[config.mk]
export PLATFORM = sky130hd
export DESIGN_NAME = mem_line_filler
export DESIGN_NICKNAME = d
export VERILOG_FILES = /design/src/rtl/mem_bus_pkg.sv /design/src/rtl/mem_line_filler.sv
export SDC_FILE = /design/constraint.sdc
export NUM_CORES = 1
export LEC_CHECK = 0
export ABC_AREA = 1
export BUFFER_PORTS_ARGS = -buffer_cell sky130_fd_sc_hd__buf_4
export CORE_ASPECT_RATIO = 2
export CORE_MARGIN = 8
export CORE_UTILIZATION = 35
export DETAILED_ROUTE_END_ITERATION = 7
export GPL_ROUTABILITY_DRIVEN = 0
export GPL_TIMING_DRIVEN = 1
export PLACE_DENSITY = 0.64
export SLEW_MARGIN = 20
export SYNTH_ARGS = -nofsm -noshare
export SYNTH_HDL_FRONTEND = slang
export SYNTH_SLANG_ARGS = --single-unit
[constraint.sdc]
create_clock -name clock -period 3.3 [get_ports clock]
set_clock_uncertainty 0.05 [all_clocks]
set_input_delay 0.33 -clock clock [delete_from_list [all_inputs] [get_ports clock]]
set_output_delay 0.33 -clock clock [all_outputs]
set_load 0.02 [all_outputs]
[src/rtl/mem_bus_pkg.sv]
// mem_bus_pkg: shared widths, id constants and state encoding for the burst-read memory port
package mem_bus_pkg;
   localparam int MEM_AW = 30;
   localparam int MEM_DW = 32;
   localparam int MEM_IDW = 2;
   localparam logic [MEM_IDW-1:0] NO_ID = '0;
   typedef enum logic [1:0] {S_IDLE, S_RDREQ, S_COLLECT, S_WRREQ} state_t;
endpackage

[src/rtl/mem_line_filler.sv]
// mem_line_filler: issues one burst line read or one masked word write on the shared memory port
module mem_line_filler
   import mem_bus_pkg::*;
#(
   parameter int BURST_BITS = 2,
   parameter logic [MEM_IDW-1:0] ID = 2'd1,
   parameter int TIMEOUT = 255
) (
   input  logic                              clock,
   input  logic                              rst_n,
   input  logic                              req_valid,
   output logic                              req_ready,
   input  logic                              req_write,
   input  logic [MEM_AW-1:0]                 req_addr,
   input  logic [MEM_DW-1:0]                 req_wdata,
   input  logic [3:0]                        req_wmask,
   output logic                              line_valid,
   output logic [(MEM_DW<<BURST_BITS)-1:0]   line_data,
   output logic                              busy,
   output logic                              error,
   input  logic                              mem_waitrequest,
   output logic [MEM_IDW-1:0]                mem_id,
   output logic [MEM_AW-1:0]                 mem_address,
   output logic                              mem_read,
   output logic                              mem_write,
   output logic [MEM_DW-1:0]                 mem_writedata,
   output logic [3:0]                        mem_writedatamask,
   input  logic [MEM_DW-1:0]                 mem_readdata,
   input  logic [MEM_IDW-1:0]                mem_readdataid
);
   localparam int N = 1 << BURST_BITS;
   state_t state;
   logic [MEM_DW-1:0] words [N];
   logic [BURST_BITS-1:0] cnt;
   logic [7:0] tmo;
   logic hit, last;
   assign req_ready = state == S_IDLE;
   assign busy = state != S_IDLE;
   assign mem_id = ID;
   // a tagged word may already arrive while the request is still being accepted
   assign hit = (mem_readdataid == ID) && (mem_readdataid != NO_ID) && (state == S_RDREQ || state == S_COLLECT);
   assign last = cnt == BURST_BITS'(N - 1);
   for (genvar g = 0; g < N; g++) begin : g_line
      assign line_data[MEM_DW*g +: MEM_DW] = words[g];
   end
   always_ff @(posedge clock or negedge rst_n) begin
      if (!rst_n) begin
         state <= S_IDLE;
         mem_read <= 1'b0;
         mem_write <= 1'b0;
         line_valid <= 1'b0;
         error <= 1'b0;
         mem_address <= '0;
         mem_writedata <= '0;
         mem_writedatamask <= '0;
         cnt <= '0;
         tmo <= '0;
         for (int k = 0; k < N; k++) words[k] <= '0;
      end else begin
         line_valid <= 1'b0;
         if (hit) begin
            words[cnt] <= mem_readdata;
            cnt <= cnt + 1'b1;
            tmo <= '0;
         end
         case (state)
            S_IDLE: if (req_valid) begin
               error <= 1'b0;
               if (req_write) begin
                  mem_address <= req_addr;
                  mem_writedata <= req_wdata;
                  mem_writedatamask <= req_wmask;
                  mem_write <= 1'b1;
                  state <= S_WRREQ;
               end else begin
                  mem_address <= {req_addr[MEM_AW-1:BURST_BITS], BURST_BITS'(0)};
                  mem_read <= 1'b1;
                  cnt <= '0;
                  tmo <= '0;
                  state <= S_RDREQ;
               end
            end
            S_RDREQ: if (!mem_waitrequest) begin
               mem_read <= 1'b0;
               state <= S_COLLECT;
            end
            S_COLLECT: if (hit) begin
               if (last) begin
                  line_valid <= 1'b1;
                  state <= S_IDLE;
               end
            end else if (tmo == 8'(TIMEOUT - 1)) begin
               error <= 1'b1;
               state <= S_IDLE;
            end else begin
               tmo <= tmo + 8'd1;
            end
            S_WRREQ: if (!mem_waitrequest) begin
               mem_write <= 1'b0;
               state <= S_IDLE;
            end
            default: state <= S_IDLE;
         endcase
      end
   end
endmodule

-- Yosys cells after proc, flatten, opt, wreduce, memory -nomap -nowiden
Index checks and enable logic that the tools add are counted.
- add/sub/neg operators: 2
- magnitude comparators: 2
- eq/ne operators: 15
- multiplexer cells: 36
- bitwise logic cells: 1
- reduce and logical (&&, ||, !) cells: 16
- operators with widths (cell ; number):
    $bwmux 128 ; 1
    $demux 32 s2 ; 1
    $mux 8 ; 5
    $mux 32 ; 1
    $mux 2 ; 12
    $pmux 8 s2 ; 1
    $reduce_and 4->1 ; 3
    $mux 1 ; 11
    $ne 2x2->1 const B ; 5
    $reduce_bool 2->1 ; 5
    $add 8x1->8 const B ; 1
    $eq 8x8->1 const B ; 1
    $pmux 2 s4 ; 1
    $eq 2x2->1 const B ; 3
    $pmux 1 s2 ; 3
    $reduce_and 5->1 ; 1
    $eq 2x1->1 const B ; 2
    $ne 2x1->1 const B ; 2
    $ge 3x3->1 const B ; 1
    $logic_and 1x1->1 ; 3
    $lt 3x1->1 const B ; 1
    $ne 3x2->1 const B ; 1
    $ne 3x3->1 const B ; 1
    $not 2->3 ; 1
    5 further kinds ; 5
- bits in registers: 210
- input port bits: 105
- output and inout port bits: 202

-- Logic depth before layout (Yosys ltp)
Gate-level depths: netlist of the first run.
- depth after elaboration: 7
- depth in mapped cells: 10

-- Worst setup path before layout of the first run
No wires, ideal clock.
- kind: register to register
- from: register state[0]
- to: register mem_writedata[10]
- arrival: 1.506 ns
- data required time: 3.133 ns
- path slack: 1.627 ns
- stages on the path, launching flop included: 10
- cells stage by stage: dfrtp_1 inv_1 ha_1 buf_4 nand2_2 nor2_2 inv_2 buf_2 nand2_1 nand2_1
- longest elaborated chain between the ends: 2
- RTL lines (element ; line ; source):
    from (decl) ; mem_line_filler.sv:32 ; state_t state;
    from (signal assigned) ; mem_line_filler.sv:48 ; state <= S_IDLE;
    from (signal assigned) ; mem_line_filler.sv:74 ; state <= S_WRREQ;
    from (signal assigned) ; mem_line_filler.sv:80 ; state <= S_RDREQ;
    $logic_not 2->1 ; n/a ;
    named net req_ready ; mem_line_filler.sv:12 ; output logic req_ready,
    $reduce_and 3->1 (no line) ; n/a ;
    to (signal assigned) ; mem_line_filler.sv:71 ; mem_writedata <= req_wdata;
    to (decl) ; mem_line_filler.sv:26 ; output logic [MEM_DW-1:0] mem_writedata,
The timed path passes the listed nets, and every way through them passes these cells.
A chain may end at the register's enable or synchronous reset.

-- Worst setup path in the final report of the first run
- from: register state[0]
- to: register words (netlist bit line_data[50])
- longest elaborated chain between the ends: 3
- RTL lines (element ; line ; source):
    $eq 2x1->1 or $eq 2x2->1 (tied branches) ; mem_line_filler.sv:41 ; assign hit = (mem_readdataid == ID) && (mem_readdataid != NO_ID) && (state == S_RDREQ || state == S_COLLECT);
    $logic_or 1x1->1 (*) ; mem_line_filler.sv:41 ;
    $logic_and 1x1->1 (*) ; mem_line_filler.sv:41 ;
    to (signal, indexed assignment) ; mem_line_filler.sv:62 ; words[cnt] <= mem_readdata;
    to (decl) ; mem_line_filler.sv:33 ; logic [MEM_DW-1:0] words [N];
Every way passes the cells marked *; elsewhere a longest branch is shown, timed or not.

==> metrics, run 1 <==
Critical Path Sink line_data[50]; YS warnings 0; CTS max path bufs 3; Initial Utilization 35.6%; CP Data Required Time 3630 ps; Pwr Total 12.3 mW; Hold Violations, Final 0; Ports 307; Chip Height 233 um; HP Class input pin to flip-flop; Clk Latency, worst-skew pair 500 ps; Max stage delay on crit path 510 ps; Port Buffers 304; Worst setup SP type flip-flop; Cell Pwr Density 1010 mW/mm^2; Synth area leader dfrtp_1; area of the multi-input gates 0.00258 sq mm; buffer and inverter count on the worst path 2; Arr. time, crit path 2700 ps; Maximum Capacitance Violations 0; synthesized area per cell 9.48 sq um; run status complete, no violations; Max FO, Critical Path 45; VDD IR max 0.573 mV; total congestion overflow 0; worst setup margin 934 ps; Slew Viols, Final 0; fin crit share 71.7%; slew margin rel. 34.2%; TritonRoute pass-1 iters 6; most common cell in the netlist nand2_1; flop-to-flop setup slack 930 ps; layout cell share with drive strength beyond 1 30.9%; Leak 6.52 nW; slowest CP cell nand2_2; Core Box Area 0.0232 sq mm; num rows 79; post-synthesis cell area 0.00828 sq mm; initial antenna violation count 3; sequential area share after synthesis 63.5%; Non-Filler Instances 1536; synth unique cells 28; area share of the largest cell type after synthesis 63.5%; register area 0.00526 sq mm; reg-to-reg endpoint line_data[50]; crit path from state[0]; Nets 1352; Clock Root Buffer clkbuf_16; vias post-DR 7204; Worst setup EP type flip-flop; Routed Antenna Nets 0; worst-path cell chain inv_1, ha_1, nand2_1, nor2_4, nand2_2, buf_4, nand2_1, o21ai_1; FILL cells 2090; Clock transition at path regs 70 ps; critical path class flip-flop to flip-flop; synth top area cells dfrtp_1 63%, nand2_1 17%, o21ai_1 6.3%; Resized Gates After CTS 0; Post-synth ARST share 100%; Final Util 52.4%; DIE WIDTH 125 um; Clock Sink Count 210; Finish-stage setup viols 0; top_reg_cell synth dfrtp_1; min cycle time layout 2370 ps; initial DRC count 491; TritonCTS clock tree built; die area 0.0291 sq mm; R2R depth 8; via count of the first global-routing pass 7514; Placed Instances 1431; CP most frequent cell nand2_1; vias per inst 4.69; first-pass GRT wire length 42.3 mm; WHS Path Cells 3; Slew @ Worst Pin 988 ps; Residual DRC 0; synthesis-to-finish area growth 47.0%; number of CTS-inserted buffers 20; HPWL after detailed placement 19.6 mm; post-DR wirelength/cell 17.8 um; worst r2r src state[0]; largest net degree at the start of global routing 121; Worst path top cell family by delay simple AND/OR/NAND/NOR gates; unrepaired setup endpoints after global routing no; Post-Route WL 27.3 mm; Max Clk Rate 423 MHz; Crit path depth 8; final setup TNS 0 ps; Post-synth EDFFs 0; Syn Inst Count 873; Yosys reg bits 210; Post-Place Setup Slack 940 ps; Total GRT Usage 18.3%; Synth top cells by count 375 x nand2_1, 210 x dfrtp_1, 105 x o21ai_1; Syn Nets 988; H-tree level count 1
power breakdown:
group          total [mW]  internal (mW)  switching, mW
Sequential           4.39           3.71          0.686
Combinational        5.45           2.18           3.27
Clock                2.50           1.51          0.993
stage by stage:
step / cell area [sq um] / hold slack [ps]
final: 12200 / 84.5
after global routing: 12200 / 83.2
after CTS: 12200 / 64.1
after detailed placement: 10800 / 409
after global placement: 10800 / 405
after floorplan: 8280 / -15.6
cell type report:
cell class | count | share of cell area (%)
Antenna cell | 2 | 0.0411
Timing Repair Buffer | 382 | 25.1
Multi-Input combinational cell | 570 | 21.2
Tap cell | 283 | 2.91
Sequential cell | 210 | 43.2
Clock inverter | 9 | 1.03
Clock buffer | 27 | 4.91
Inverter | 53 | 1.63
worst min path at each step:
stage | startpoint | to | slack (ps)
4_1_cts | mem_readdata[27] | line_data[27] | 60
6_report | mem_readdata[13] | line_data[109] | 80
5_1_grt | mem_readdata[29] | line_data[29] | 80
2_1_floorplan | rst_n | cnt[0] | -20
3_5_place_dp | mem_writedata[2] | mem_writedata[2] | 410
3_3_place_gp | mem_writedata[2] | mem_writedata[2] | 400
per-layer routing:
| layer | vias to the layer above | wire (um) | GRT usage [%] |
|---|---|---|---|
| li1 | 3471 | - | - |
| met1 | 3441 | 9060 | 17.7 |
| met2 | 215 | 15300 | 34.8 |
| met3 | 75 | 1630 | 4.06 |
| met4 | 2 | 1370 | 10.1 |
| met5 | - | 14 | 0 |
cells in the final DEF, fill, tap and decap left out, types with 10 or more instances in the layout:
master         instances
buf_4                313
clkbuf_16             21
dfrtp_1              210
dlygate4sd3_1         67
ha_1                  10
inv_1                 51
nand2_1              375
nand3_1               14
nor2_1                10
o21ai_1              105
o21ai_2               23
registers in the layout (all words and copies together), names as in the netlist:
| signal | cells |
|---|---|
| cnt | 2 |
| error | 1 |
| line_data | 128 |
| line_valid | 1 |
| mem_address | 30 |
| mem_read | 1 |
| mem_write | 1 |
| mem_writedata | 32 |
| mem_writedatamask | 4 |
| state | 2 |
| tmo | 8 |
worst min-delay path, cell delays in order:
cell and delay (ps):
buf_4 80, inv_1 70, o21ai_2 130
cells by family (layout without fill, tap and decap cells):
group           Yosys count  count (layout)  share of synthesized area, %
simple gates            413             413                          19.5
compound gates          145             145                          9.99
flops                   210             210                          63.5
other cells               2               4                        0.0907
fa+ha+maj                10              10                          1.51
buf+inv                  93             471                          5.43
what timing repair did:
action                    4_1_cts  5_1_grt
buffers inserted                0        0
hold endpoints to repair      153        0
hold buffers                   67        0
Note: power is estimated with default switching activity, not from simulation.
==> run 2: changes to the inputs <==
--- a/config.mk
+++ b/config.mk
@@ -13,7 +13,7 @@
 export DETAILED_ROUTE_END_ITERATION = 7
 export GPL_ROUTABILITY_DRIVEN = 0
 export GPL_TIMING_DRIVEN = 1
-export PLACE_DENSITY = 0.64
+export PLACE_DENSITY = 0.66
 export SLEW_MARGIN = 20
 export SYNTH_ARGS = -nofsm -noshare
 export SYNTH_HDL_FRONTEND = slang
==> constraint.sdc (replaced) <==
create_clock -name clock -period 1.9 [get_ports clock]
set_clock_uncertainty 0.05 [all_clocks]
set_input_delay 0.19 -clock clock [delete_from_list [all_inputs] [get_ports clock]]
set_output_delay 0.19 -clock clock [all_outputs]
set_load 0.02 [all_outputs]
==> run 2 against run 1 <==
  * Die area is the same
  * Highest routed layer is now met4
  * Clock power grew 58%
  * Final area grew 3.3%
  * Count of clock-buffer cells in the layout grew 3
  * Largest power group unchanged
  * Final cell count grew 2.8%
==> metrics, run 2 (synthesis results as in run 1) <==
run status complete, no violations; unrepaired setup endpoints after global routing no; CTS max path bufs 3 (unchanged); final setup TNS 0 ps (unchanged); initial DRC count 408 (-17%); HPWL after detailed placement 20.0 mm (+1.9%); TritonCTS clock tree built; Arr. time, crit path 1560 ps (-1140 ps); Chip Height 233 um (unchanged); Initial Utilization 35.6% (unchanged); total congestion overflow 0 (unchanged); Finish-stage setup viols 0 (unchanged); Nets 1397 (+3.3%); Clock transition at path regs 60 ps (about the same); vias post-DR 7299 (+1.3%); initial antenna violation count 0 (-3); vias per inst 4.62 (-1.4%); commonest non-fill, non-tap cells in the layout 375 x nand2_1, 317 x buf_4, 210 x dfrtp_1; Leak 6.68 nW (+2.5%); slew margin rel. 59.9% (+26 points); post-DR wirelength/cell 17.6 um (-0.96%); via count of the first global-routing pass 7770 (+3.4%); CP Data Required Time 1660 ps (-1970 ps); Hold Violations, Final 0 (unchanged); Ports 307 (unchanged); HP Class input pin to flip-flop; TritonRoute pass-1 iters 7 (+1); number of CTS-inserted buffers 20 (unchanged); Core Box Area 0.0232 sq mm (unchanged); Max Clk Rate 555 MHz; Port Buffers 304 (unchanged); die area 0.0291 sq mm (unchanged); Clock Root Buffer clkbuf_16; commonest non-fill, non-tap cell in the layout nand2_1; Clk Latency, worst-skew pair 490 ps (about the same); Antenna diodes 0 (-2); VDD IR max 1.30 mV (+130%); Clock Sink Count 210 (unchanged); Routed Antenna Nets 0 (unchanged); DIE WIDTH 125 um (unchanged); Residual DRC 0 (unchanged); synthesis-to-finish area growth 51.9%; critical path class flip-flop to output pin; layout cell share with drive strength beyond 1 30.4% (-0.53 points); Slew Viols, Final 0 (unchanged); Max FO, Critical Path 5 (-89%); Slew @ Worst Pin 601 ps (-387 ps); Final Util 54.1% (+1.7 points); H-tree level count 1 (unchanged); first-pass GRT wire length 42.7 mm (+1.1%); post-CTS setup buffer count 0 (unchanged); Maximum Capacitance Violations 0 (unchanged); Post-Route WL 27.8 mm (+1.8%); min cycle time layout 1800 ps; fin crit share 94.8%; Cell Pwr Density 1690 mW/mm^2 (+67%); Worst setup SP type flip-flop; num rows 79 (unchanged); Pwr Total 21.2 mW (+72%); Worst setup EP type output pin; Total GRT Usage 18.4% (+0.12 points); largest net degree at the start of global routing 65 (-46%); Largest register FFs 128 (unchanged)
==> run 2: cell types whose count changed in the layout (fill, tap and decap cells not counted), sizes merged <==
cell / previous run / this run
buf: 314 / 325
bufinv: 3 / 1
clkbuf: 28 / 31
clkinv: 4 / 3
clkinvlp: 2 / 1
diode: 2 / 0
dlygate4sd3: 67 / 101
inv: 53 / 54
==> run 2: area by class of cell <==
cell class                 instances  area (sq um)
clock buffer                      30           579
inverter                          53           199
tap                              283           354
fill                            2084         10700
timing repair buffer             427          3540
multi-input combinational        570          2590
clock inverter                     6          61.3
sequential                       210          5260
==> run 2: final timing paths <==
check	from	to	slack [ps]	cells after the start
hold / removal	req_valid	cnt[1]	100	4
min in group asynchronous	rst_n	line_data[29]	200	2
setup / recovery	state[1]	busy	100	5
max in group asynchronous	rst_n	mem_writedata[28]	940	3
hold reg to reg	mem_writedata[27]	mem_writedata[27]	420	2
setup reg to reg	state[1]	line_data[127]	160	8
==> run 2: metal layers <==
layer	up-vias	wire, um	global-route usage (%)
met5	-	0	0
met4	0	1510	11.2
met3	79	1350	3.11
met2	233	15700	35.1
met1	3428	9280	18.0
li1	3559	-	-
==> run 2: critical path, cell delays in order, from the launching register on <==
cell and delay [ps]:
dfrtp_1 420, inv_1 130, ha_4 180, buf_4 130, inv_1 50, buf_4 150
==> run 2: repair_timing <==
action / CTS / global route
cloned: 0 / 0
setup endpoints to repair: 1 / 60
pin swaps: 0 / 0
hold endpoints to repair: 247 / 0
gates resized for setup: 1 / 5
hold buffers: 101 / 0
==> run 2: power breakdown <==
part	switching, mW	leakage, nW	total, mW	internal (mW)
combinational	5.73	3.70	9.67	3.94
sequential	1.19	2.67	7.63	6.44
clock	1.69	0.312	3.94	2.26
==> run 2: through the flow <==
step / instances / setup slack (ps) / instance area, sq um / hold WS, ps
2_1_floorplan: 873 / 227 / 8280 / -156
3_3_place_gp: 1442 / 169 / 10900 / 172
3_5_place_dp: 1442 / 115 / 10900 / 174
4_1_cts: 1579 / 27.9 / 12600 / 68.1
5_1_grt: 1579 / 5.15 / 12600 / 120
6_report: 1579 / 99.4 / 12600 / 95.5
